<file path="config.mk">
export PLATFORM = sky130hd
export DESIGN_NAME = ff_bank_arbiter
export DESIGN_NICKNAME = d
export VERILOG_FILES = /design/src/rtl/ff_bank_arbiter.sv
export SDC_FILE = /design/constraint.sdc
export NUM_CORES = 1
export LEC_CHECK = 0
export BUFFER_PORTS_ARGS = -buffer_cell sky130_fd_sc_hd__buf_2
export CAP_MARGIN = 0
export CORE_UTILIZATION = 49
export CTS_CLUSTER_SIZE = 24
export DETAILED_ROUTE_END_ITERATION = 8
export PLACE_DENSITY = 0.9
export SLEW_MARGIN = 20
export SYNTH_ARGS = -nofsm -noshare
export SYNTH_HDL_FRONTEND = slang
export SYNTH_SLANG_ARGS = --single-unit
</file>
<file path="constraint.sdc">
create_clock -name clk -period 3.4 [get_ports clk]
set_input_delay 0.34 -clock clk [delete_from_list [all_inputs] [get_ports clk]]
set_output_delay 0.34 -clock clk [all_outputs]
set_load 0.02 [all_outputs]
</file>
<file path="src/rtl/ff_bank_arbiter.sv">
// Round-robin arbiter sharing one WIDTH-bit register bank between NREQ requesters.
// Each grant allows up to BURST load/toggle operations, followed by a one-cycle idle bubble.
module ff_bank_arbiter #(
    parameter int unsigned NREQ  = 4,
    parameter int unsigned WIDTH = 8,
    parameter int unsigned BURST = 4
) (
    input  logic                     clk,
    input  logic                     rst,
    input  logic [NREQ-1:0]          req,
    input  logic [NREQ-1:0]          mode,
    input  logic [NREQ*WIDTH-1:0]    wdata,
    output logic [NREQ-1:0]          gnt,
    output logic [$clog2(NREQ)-1:0]  owner,
    output logic                     busy,
    output logic [WIDTH-1:0]         q,
    output logic [WIDTH-1:0]         qn
);

    localparam int unsigned OW = $clog2(NREQ);
    localparam int unsigned CW = $clog2(BURST + 1);

    typedef enum logic {StIdle, StOwn} state_e;

    state_e          state_q;
    logic [OW-1:0]   ptr_q;
    logic [CW-1:0]   cnt_q;

    logic            found;
    logic [OW-1:0]   pick;
    logic [OW-1:0]   cand;
    logic [OW-1:0]   ptr_next;
    logic            own_req;
    logic            own_mode;
    logic [WIDTH-1:0] own_data;
    logic            last_op;

    // Scan from the highest offset down so the lowest offset past ptr wins.
    always_comb begin
        found = 1'b0;
        pick  = '0;
        cand  = '0;
        for (int i = NREQ - 1; i >= 0; i--) begin
            cand = OW'((int'(ptr_q) + i) % NREQ);
            if (req[cand]) begin
                found = 1'b1;
                pick  = cand;
            end
        end
    end

    always_comb begin
        own_data = '0;
        for (int k = 0; k < NREQ; k++) begin
            if (owner == OW'(k)) begin
                own_data = wdata[k*WIDTH +: WIDTH];
            end
        end
    end

    assign own_req  = req[owner];
    assign own_mode = mode[owner];
    assign last_op  = (cnt_q == CW'(BURST - 1));
    assign ptr_next = (owner == OW'(NREQ - 1)) ? '0 : owner + 1'b1;
    assign qn       = ~q;

    always_ff @(posedge clk) begin
        if (rst) begin
            state_q <= StIdle;
            ptr_q   <= '0;
            cnt_q   <= '0;
            gnt     <= '0;
            busy    <= 1'b0;
            owner   <= '0;
            q       <= '0;
        end else begin
            case (state_q)
                StIdle: begin
                    if (found) begin
                        owner   <= pick;
                        gnt     <= NREQ'(1) << pick;
                        cnt_q   <= '0;
                        busy    <= 1'b1;
                        state_q <= StOwn;
                    end
                end
                StOwn: begin
                    if (own_req) begin
                        q     <= own_mode ? (q ^ own_data) : own_data;
                        cnt_q <= cnt_q + 1'b1;
                    end
                    // Release on a dropped request or on the BURST-th operation.
                    if (!own_req || last_op) begin
                        gnt     <= '0;
                        busy    <= 1'b0;
                        ptr_q   <= ptr_next;
                        state_q <= StIdle;
                    end
                end
            endcase
        end
    end

endmodule

</file>
==> flow_metrics.env, run 1 <==
export IMPL_cap_violations=0
export IMPL_synth_compound_area_frac=0.315
export IMPL_path_max_fanout=10
export IMPL_crit_required_ps=3600
export IMPL_path_class="register to register"
export IMPL_cts_setup_buffers=0
export IMPL_cts_root_buf="clkbuf_4"
export IMPL_wl_per_cell_um=14.1
export IMPL_drtPass1Iterations=4
export IMPL_cts_tree="done"
export IMPL_r2r_start="owner[1]"
export IMPL_yosys_area_top_type="dfxtp_1"
export IMPL_min_from="rst"
export IMPL_port_buffers=64
export IMPL_cp_start_kind="register"
export IMPL_numCtsBuffers=3
export IMPL_gp_congestion=0.854
export IMPL_power_uw=597
export IMPL_rsz0062_at_grt="false"
export IMPL_antenna_found_initial=0
export IMPL_ys_seq_area_frac=0.318
export IMPL_ys_warn_count=0
export IMPL_fp_dieH_um=54.0
export IMPL_hold_viol=0
export IMPL_hold_path_class="input pin to register"
export IMPL_syn_num_nets=199
export IMPL_grt_pass1_vias=1252
export IMPL_synth_seq_cells=21
export IMPL_vias=1428
export IMPL_grtUsageMet2=0.469
export IMPL_timing_fmax_ghz=0.450
export IMPL_setup_violations=0
export IMPL_worst_pin_slew_ps=512
export IMPL_p_leak_uw=0.000704
export IMPL_syn_instance_count=151
export IMPL_maxSlewHeadroom=0.658
export IMPL_ctsResizeCount=0
export IMPL_dieArea_um2=2910
export IMPL_ir_drop_mv=0.276
export IMPL_die_w_um=54.0
export IMPL_start_util=0.525
export IMPL_power_density_nw_per_um2=358
export IMPL_grt_pass1_wl_um=5240
export IMPL_dp_cells=237
export IMPL_overflow=0
export IMPL_cp_end_kind="register"
export IMPL_syn_area_per_cell_um2=8.77
export IMPL_grt_max_degree=25
export IMPL_hold_end="ptr_q[1]"
export IMPL_antenna_cells=0
export IMPL_status="completed"
export IMPL_drive_gt1_frac=0.365
export IMPL_synth_adder_area_share=0.0567
export IMPL_hold_buffers=0
export IMPL_synth_area_top_cells="dfxtp_1, a2111o_1, a21oi_1, ha_1, a221oi_1"
export IMPL_finalCriticalPeriod_ps=2220
export IMPL_finalSetupTns_ps=0
export IMPL_cts_htree_levels=1
export IMPL_met3_usage=0.0395
export IMPL_drc=0
export IMPL_synth_top_family_by_area="compound AO/OA/AOI/OAI gates"
export IMPL_avgViaCountPerCell=5.93
export IMPL_post_route_period_util=0.654
export IMPL_ant_nets=0
export IMPL_core_area_um2=2520
export IMPL_nNetsFinal=260
export IMPL_crit_chain="inv_1 -> ha_1 -> nor2b_1 -> a221oi_1 -> o311ai_0 -> a21oi_1"
export IMPL_synth_top_cell_area_share=0.318
export IMPL_ioPinCount=65
export IMPL_hpwl_um=2620
export IMPL_areaGrowthSynthToFinish_pct=26.0
export IMPL_busiest_layer="met2"
export IMPL_cpMaxStageDelayCell="dfxtp_1"
export IMPL_drt_iter0_markers=23
export IMPL_crit_arrival_ps=2420
export IMPL_clk_latency_ps=310
export IMPL_postRouteWirelength_um=3400
export IMPL_clk_pin_slew_ps=120
export IMPL_syn_area_um2=1320
export IMPL_synth_distinct_cells=37
export IMPL_whs_ps=420
export IMPL_grt_use_met1=0.278
export IMPL_place_area_um2=1640
export IMPL_skew_ps=1.58
export IMPL_synth_area_mux_share=0.0567
export IMPL_rr_endpoint="q[4]"
export IMPL_drv_slew=0
export IMPL_rr_worst_depth=6
export IMPL_synth_xor_area_share=0
export IMPL_grt_use_total=0.252
export IMPL_fp_row_count=18
export IMPL_clk_path_buf_depth=2
export IMPL_critPathMaxStageDelay_ps=490
export IMPL_synthSimpleGateAreaFrac=0.183
export IMPL_worstHoldPathCells=2
export IMPL_stdcell_count=241
export IMPL_numClockSinks=21
export IMPL_rrSetupSlack_ps=1180
export IMPL_design_area_um2=1670
## critical path: cells and delay by family, from the launching register on
kind | cells | cell delay (ps)
compound gates | 3 | 730
fa+ha+maj | 1 | 320
buf+inv | 1 | 100
flops | 1 | 490
simple gates | 1 | 470
## cell type report
type / instances / area [um^2]
inverter: 14 / 52.6
tap: 30 / 37.5
fill: 218 / 855
clock buffer: 3 / 22.5
multi-input combinational: 108 / 810
clock inverter: 1 / 5.00
sequential: 21 / 420
timing repair buffer: 64 / 320
## worst max-delay path by stage
stage                     cells past startpoint  slack (ps)  startpoint    to
final                                         6        1180    owner[1]  q[4]
after global routing                          6        1000    owner[1]  q[4]
after CTS                                     6        1220    owner[1]  q[4]
after detailed placement                      6        1230    owner[1]  q[4]
after global placement                        6        1300    owner[1]  q[0]
after floorplan                               5        1400    owner[0]  q[6]
## synthesized netlist by cell type, drive strengths merged
library cell	count
dfxtp	21
a21oi	15
inv	14
nand2	10
o22ai	9
a2111o	7
a221oi	7
o311ai	7
ha	6
clkbuf	5
nand3	5
nand2b	4
nor2	4
nor2b	4
a31o	3
buf	3
mux2i	3
nand3b	3
nor3	3
mux4	2
nor4b	2
or2	2
a211oi	1
a21boi	1
a221o	1
a2bb2oi	1
and2	1
nand4b	1
nor4	1
o21ai	1
o21bai	1
o31ai	1
or3	1
or4	1
## cell usage in the layout, fill, tap and decap left out, drive strengths merged, types with 2 or more instances in the layout
cell type,synthesis,final
a2111o,7,7
a21oi,15,15
a221oi,7,7
a31o,3,3
buf,3,64
clkbuf,5,3
dfxtp,21,21
ha,6,6
inv,14,14
mux2i,3,3
mux4,2,2
nand2,10,10
nand2b,4,4
nand3,5,5
nand3b,3,3
nor2,4,4
nor2b,4,4
nor3,3,3
nor4b,2,2
o22ai,9,9
o311ai,7,7
or2,2,2
## registers in the layout, indices dropped and copies added (netlist names)
name and count:
q 8, cnt_q 3, busy 1, state_q 1
gnt 4, owner 2, ptr_q 2
## where the power goes
part	switching (uW)	total (uW)	internal [uW]	leakage [uW]
combinational	111	192	80.7	0.000514
sequential	17.3	281	263	0.000171
clock	80.7	125	44.1	0.0000177
## logic make-up after synthesis
kind of cell,Yosys count
multiplexers,5
adder cells (fa/ha/maj),6
flip-flops,21
AO/OA/AOI/OAI,55
AND/OR/NAND/NOR,42
buffers and inverters,22
## per-stage QoR
stage                util  setup slack [ps]
floorplan               -              1400
global placement    0.650              1300
detailed placement  0.650              1230
CTS                 0.661              1220
global route        0.661              1000
finish              0.661              1180
## metal layers
layer	vias up	routed length, um
li1	703	-
met1	654	1450
met2	66	1630
met3	5	259
met4	0	60
met5	-	0
Note: power is estimated with default switching activity, not from simulation.
==> run 2, diff against run 1 <==
Settings changed: CORE_UTILIZATION 49 to 41, PLACE_DENSITY 0.9 to 0.8.
Clock period 3.4 ns to 1.9 ns, I/O delays scaled along.
==> flow_metrics.env, run 2 (synthesis gave the netlist of run 1 again) <==
export IMPL_crit_chain="mux4_2 -> nand3b_4 -> a2111o_1 -> a21oi_1"
export IMPL_rr_worst_depth=4
export IMPL_stdcell_count=260
export IMPL_crit_arrival_ps=2040
export IMPL_utilization=0.588
export IMPL_vias=1423
export IMPL_largest_register_ffs=8
export IMPL_worst_pin_slew_ps=438
export IMPL_power_switching_uw=388
export IMPL_hold_viol=0
export IMPL_finalSetupTns_ps=0
export IMPL_ant_nets=0
export IMPL_post_route_period_util=0.950
export IMPL_antenna_found_initial=0
export IMPL_rsz0062_at_grt="false"
export IMPL_ioPinCount=65
export IMPL_cpMaxStageDelayCell="mux4_2"
export IMPL_antenna_cells=0
export IMPL_grt_pass1_wl_um=5130
export IMPL_core_area_um2=3050
export IMPL_final_common_cell="buf_2"
export IMPL_multi_input_area_um2=863
export IMPL_cts_tree="done"
export IMPL_grt_use_met1=0.248
export IMPL_hold_buffers=0
export IMPL_ff_latch_area_um2=425
export IMPL_drive_gt1_frac=0.431
export IMPL_r2r_start="owner[0]"
export IMPL_cts_root_buf="clkbuf_4"
export IMPL_power_uw=1110
export IMPL_intPower_uw=723
export IMPL_skew_ps=10.4
export IMPL_numCtsBuffers=3
export IMPL_sw_frac_of_total=0.349
export IMPL_grt_max_degree=25
export IMPL_gp_congestion=0.817
export IMPL_combPwrFrac=0.347
export IMPL_critPathMaxStageDelay_ps=500
export IMPL_layout_common_cells="buf_2, dfxtp_1, a21oi_1, inv_1, nand2_1"
export IMPL_met3_usage=0.0374
export IMPL_power_density_nw_per_um2=619
export IMPL_rr_endpoint="q[5]"
export IMPL_min_from="wdata[27]"
export IMPL_fillers=288
export IMPL_clk_pin_slew_ps=130
export IMPL_clkPwrFrac=0.201
export IMPL_drv_slew=0
export IMPL_postRouteWirelength_um=3390
export IMPL_path_max_fanout=13
export IMPL_maxSlewHeadroom=0.705
export IMPL_timing_fmax_ghz=0.554
export IMPL_path_class="register to register"
export IMPL_grt_pass1_vias=1209
export IMPL_fp_dieH_um=58.8
export IMPL_rrSetupSlack_ps=100
export IMPL_crit_required_ps=2140
export IMPL_start_util=0.434
export IMPL_worstHoldPathCells=4
export IMPL_overflow=0
export IMPL_clk_latency_ps=310
export IMPL_port_buffers=64
export IMPL_seqPwrFrac=0.452
export IMPL_clk_path_buf_depth=2
export IMPL_cap_violations=0
export IMPL_largest_registers="q (8), gnt (4), cnt_q (3)"
export IMPL_finalCriticalPeriod_ps=1800
export IMPL_hold_end="q[3]"
export IMPL_ir_drop_mv=0.466
export IMPL_cp_end_kind="register"
export IMPL_numClockSinks=21
export IMPL_grtUsageMet2=0.334
export IMPL_cp_start_kind="register"
export IMPL_setup_violations=0
export IMPL_hold_path_class="input pin to register"
export IMPL_nNetsFinal=265
export IMPL_largest_register="q"
export IMPL_fp_row_count=20
export IMPL_hpwl_um=2600
export IMPL_areaGrowthSynthToFinish_pct=35.5
export IMPL_drt_iter0_markers=50
export IMPL_drc=0
export IMPL_critPathBufInv=0
export IMPL_p_leak_uw=0.000756
export IMPL_die_w_um=58.8
export IMPL_dieArea_um2=3460
export IMPL_wl_per_cell_um=13.0
export IMPL_dp_cells=255
export IMPL_drtPass1Iterations=4
export IMPL_status="completed"
export IMPL_avgViaCountPerCell=5.47
export IMPL_cts_htree_levels=1
export IMPL_busiest_layer="met2"
export IMPL_path_delay_family="compound AO/OA/AOI/OAI gates"
export IMPL_grt_use_total=0.191
-- run 2: changes by cell type in the layout (fill, tap and decap cells not counted), moves of 2 or more --
cell	previous run	this run
a221oi_1	7	0
a221oi_2	0	7
dfxtp_1	21	19
buf_4	0	4
-- run 2: stage by stage --
step	instance area, um^2	hold WS [ps]	worst slack [ps]
2_1_floorplan	1330	364	48.6
6_report	1790	306	95.5
3_5_place_dp	1700	460	50.2
5_1_grt	1790	308	8.16
3_3_place_gp	1700	457	117
4_1_cts	1730	298	21.6
-- run 2: power by group through the flow --
stage	sequential, uW	combinational (uW)	clock [uW]
2_1_floorplan	537	203	0
3_3_place_gp	511	353	0
3_5_place_dp	512	358	0
4_1_cts	502	359	227
5_1_grt	508	419	249
6_report	502	386	223
-- run 2: how the worst max path moves through the flow --
| stage | startpoint | end | slack, ps | depth (start not counted) |
|---|---|---|---|---|
| finish | owner[0] | q[5] | 100 | 4 |
| global route | owner[0] | q[6] | 8 | 6 |
| CTS | owner[0] | q[7] | 20 | 6 |
| detailed placement | owner[0] | q[7] | 50 | 6 |
| global placement | owner[0] | q[2] | 120 | 4 |
| floorplan | owner[0] | q[6] | 50 | 5 |
-- run 2: per-layer routing --
| layer | wire [um] | up-vias |
|---|---|---|
| met5 | 0 | - |
| met4 | 0 | 0 |
| met3 | 231 | 0 |
| met2 | 1610 | 58 |
| met1 | 1550 | 648 |
| li1 | - | 717 |
-- run 2: tightest hold or removal path, stage by stage --
cell,delay [ps]
buf_2,100
a2bb2oi_1,140
nand4b_1,90
mux2i_1,60
-- run 2: layout make-up --
class                      instances  share of cell area
clock buffer                       3              0.0126
multi-input combinational        108               0.481
tap                               44              0.0307
timing repair buffer              69               0.206
sequential                        21               0.237
clock inverter                     1             0.00279
inverter                          14              0.0293
-- run 2: timing repair --
| item | 4_1_cts | 5_1_grt |
|---|---|---|
| resized for setup | 0 | 11 |
| endpoints found under the setup margin | 0 | 7 |
| setup buffers | 0 | 1 |
==> run 3, diff against run 2 <==
Settings changed: CORE_UTILIZATION 41 to 43, CTS_BUF_LIST set to sky130_fd_sc_hd__clkbuf_8, PLACE_DENSITY 0.8 to 0.84.
==> flow_metrics.env, run 3 (synthesis gave the netlist of run 1 again) <==
export IMPL_status="finished, violations left"
export IMPL_violations="design-rule violations"
export IMPL_cts_tree="done"
export IMPL_numCtsBuffers=3
export IMPL_drv_slew=0
export IMPL_largest_registers="q (8), gnt (4), cnt_q (3)"
export IMPL_ioPinCount=65
export IMPL_maxSlewHeadroom=0.699
export IMPL_nNetsFinal=265
export IMPL_ctsResizeCount=0
export IMPL_largest_register="q"
export IMPL_post_route_period_util=0.965
export IMPL_cp_start_kind="register"
export IMPL_utilization=0.633
export IMPL_grt_max_degree=25
export IMPL_rr_worst_depth=4
export IMPL_power_density_nw_per_um2=662
export IMPL_crit_required_ps=2090
export IMPL_ir_drop_mv=0.390
export IMPL_hpwl_um=2570
export IMPL_core_area_um2=2830
export IMPL_dp_cells=242
export IMPL_drt_iter0_markers=73
export IMPL_cts_htree_levels=1
export IMPL_overflow=0
export IMPL_start_util=0.468
export IMPL_clk_latency_ps=260
export IMPL_whs_ps=334
export IMPL_drc=10
export IMPL_clk_path_buf_depth=2
export IMPL_avgViaCountPerCell=5.97
export IMPL_timing_fmax_ghz=0.545
export IMPL_cts_root_buf="clkbuf_8"
export IMPL_largest_register_ffs=8
export IMPL_r2r_start="owner[0]"
export IMPL_crit_start="owner[0]"
export IMPL_finalCriticalPeriod_ps=1830
export IMPL_layout_common_cells="buf_2, dfxtp_1, a21oi_1, inv_1, nand2_1"
export IMPL_stdcell_count=247
export IMPL_hold_path_class="input pin to register"
export IMPL_grt_pass1_vias=1327
export IMPL_hold_end="ptr_q[1]"
export IMPL_fp_dieH_um=57.5
export IMPL_drtPass1Iterations=6
export IMPL_grt_pass1_wl_um=5490
export IMPL_ant_nets=0
export IMPL_hold_buffers=0
export IMPL_worstHoldPathCells=2
export IMPL_path_class="register to register"
export IMPL_numClockSinks=21
export IMPL_cap_violations=0
export IMPL_path_max_fanout=8
export IMPL_cts_setup_buffers=0
export IMPL_drive_gt1_frac=0.431
export IMPL_clk_pin_slew_ps=80
export IMPL_port_buffers=64
export IMPL_postRouteWirelength_um=3620
export IMPL_fp_row_count=19
export IMPL_worst_pin_slew_ps=447
export IMPL_areaGrowthSynthToFinish_pct=35.3
export IMPL_power_uw=1190
export IMPL_setup_violations=0
export IMPL_min_from="rst"
export IMPL_grt_use_total=0.212
export IMPL_antenna_found_initial=0
export IMPL_rrSetupSlack_ps=70
export IMPL_rr_endpoint="q[2]"
export IMPL_cp_end_kind="register"
export IMPL_p_leak_uw=0.000758
export IMPL_crit_arrival_ps=2030
export IMPL_dieArea_um2=3300
export IMPL_gp_congestion=0.798
export IMPL_vias=1474
export IMPL_antenna_cells=0
export IMPL_skew_ps=1.51
export IMPL_die_w_um=57.5
export IMPL_hold_viol=0
export IMPL_wl_per_cell_um=14.7
export IMPL_final_common_cell="buf_2"
==> run 3: per-stage QoR <==
| stage | instance area, um^2 | TNS, ps | worst slack, ps |
|---|---|---|---|
| after floorplan | 1330 | 0 | 48.6 |
| after global routing | 1790 | -34.0 | -29.1 |
| final | 1790 | 0 | 66.2 |
| after CTS | 1720 | 0 | 42.2 |
| after detailed placement | 1680 | 0 | 62.0 |
| after global placement | 1680 | 0 | 104 |
==> run 3: layout make-up <==
| class | count | area [um^2] |
|---|---|---|
| sequential | 21 | 425 |
| tap | 31 | 38.8 |
| fill | 243 | 1040 |
| clock inverter | 1 | 5.00 |
| inverter | 14 | 52.6 |
| timing repair buffer | 68 | 350 |
| clock buffer | 3 | 41.3 |
| multi-input combinational | 109 | 878 |
==> run 3: per-layer routing <==
metal  vias to the layer above  routed length, um  global-route usage
met5                         -                  0                   0
met1                       657               1550               0.269
met4                         0                 82              0.0976
met3                        10                378              0.0363
met2                        90               1610               0.349
li1                        717                  -                   -
==> run 3: worst max-delay path by stage <==
stage	slack [ps]	to
finish	70	q[2]
global placement	100	q[1]
CTS	40	q[7]
detailed placement	60	q[2]
global route	-30	q[2]
floorplan	50	q[6]
==> run 3: critical path, cell delays in order (launching register included) <==
cell and delay, ps:
dfxtp_4 410, mux4_2 540, nand3b_4 240, a2111o_1 440, a21oi_1 130
==> run 3: power by group <==
| group | total (uW) | internal [uW] | switching (uW) |
|---|---|---|---|
| clock network | 294 | 146 | 147 |
| registers | 499 | 471 | 27.6 |
| logic | 394 | 170 | 224 |
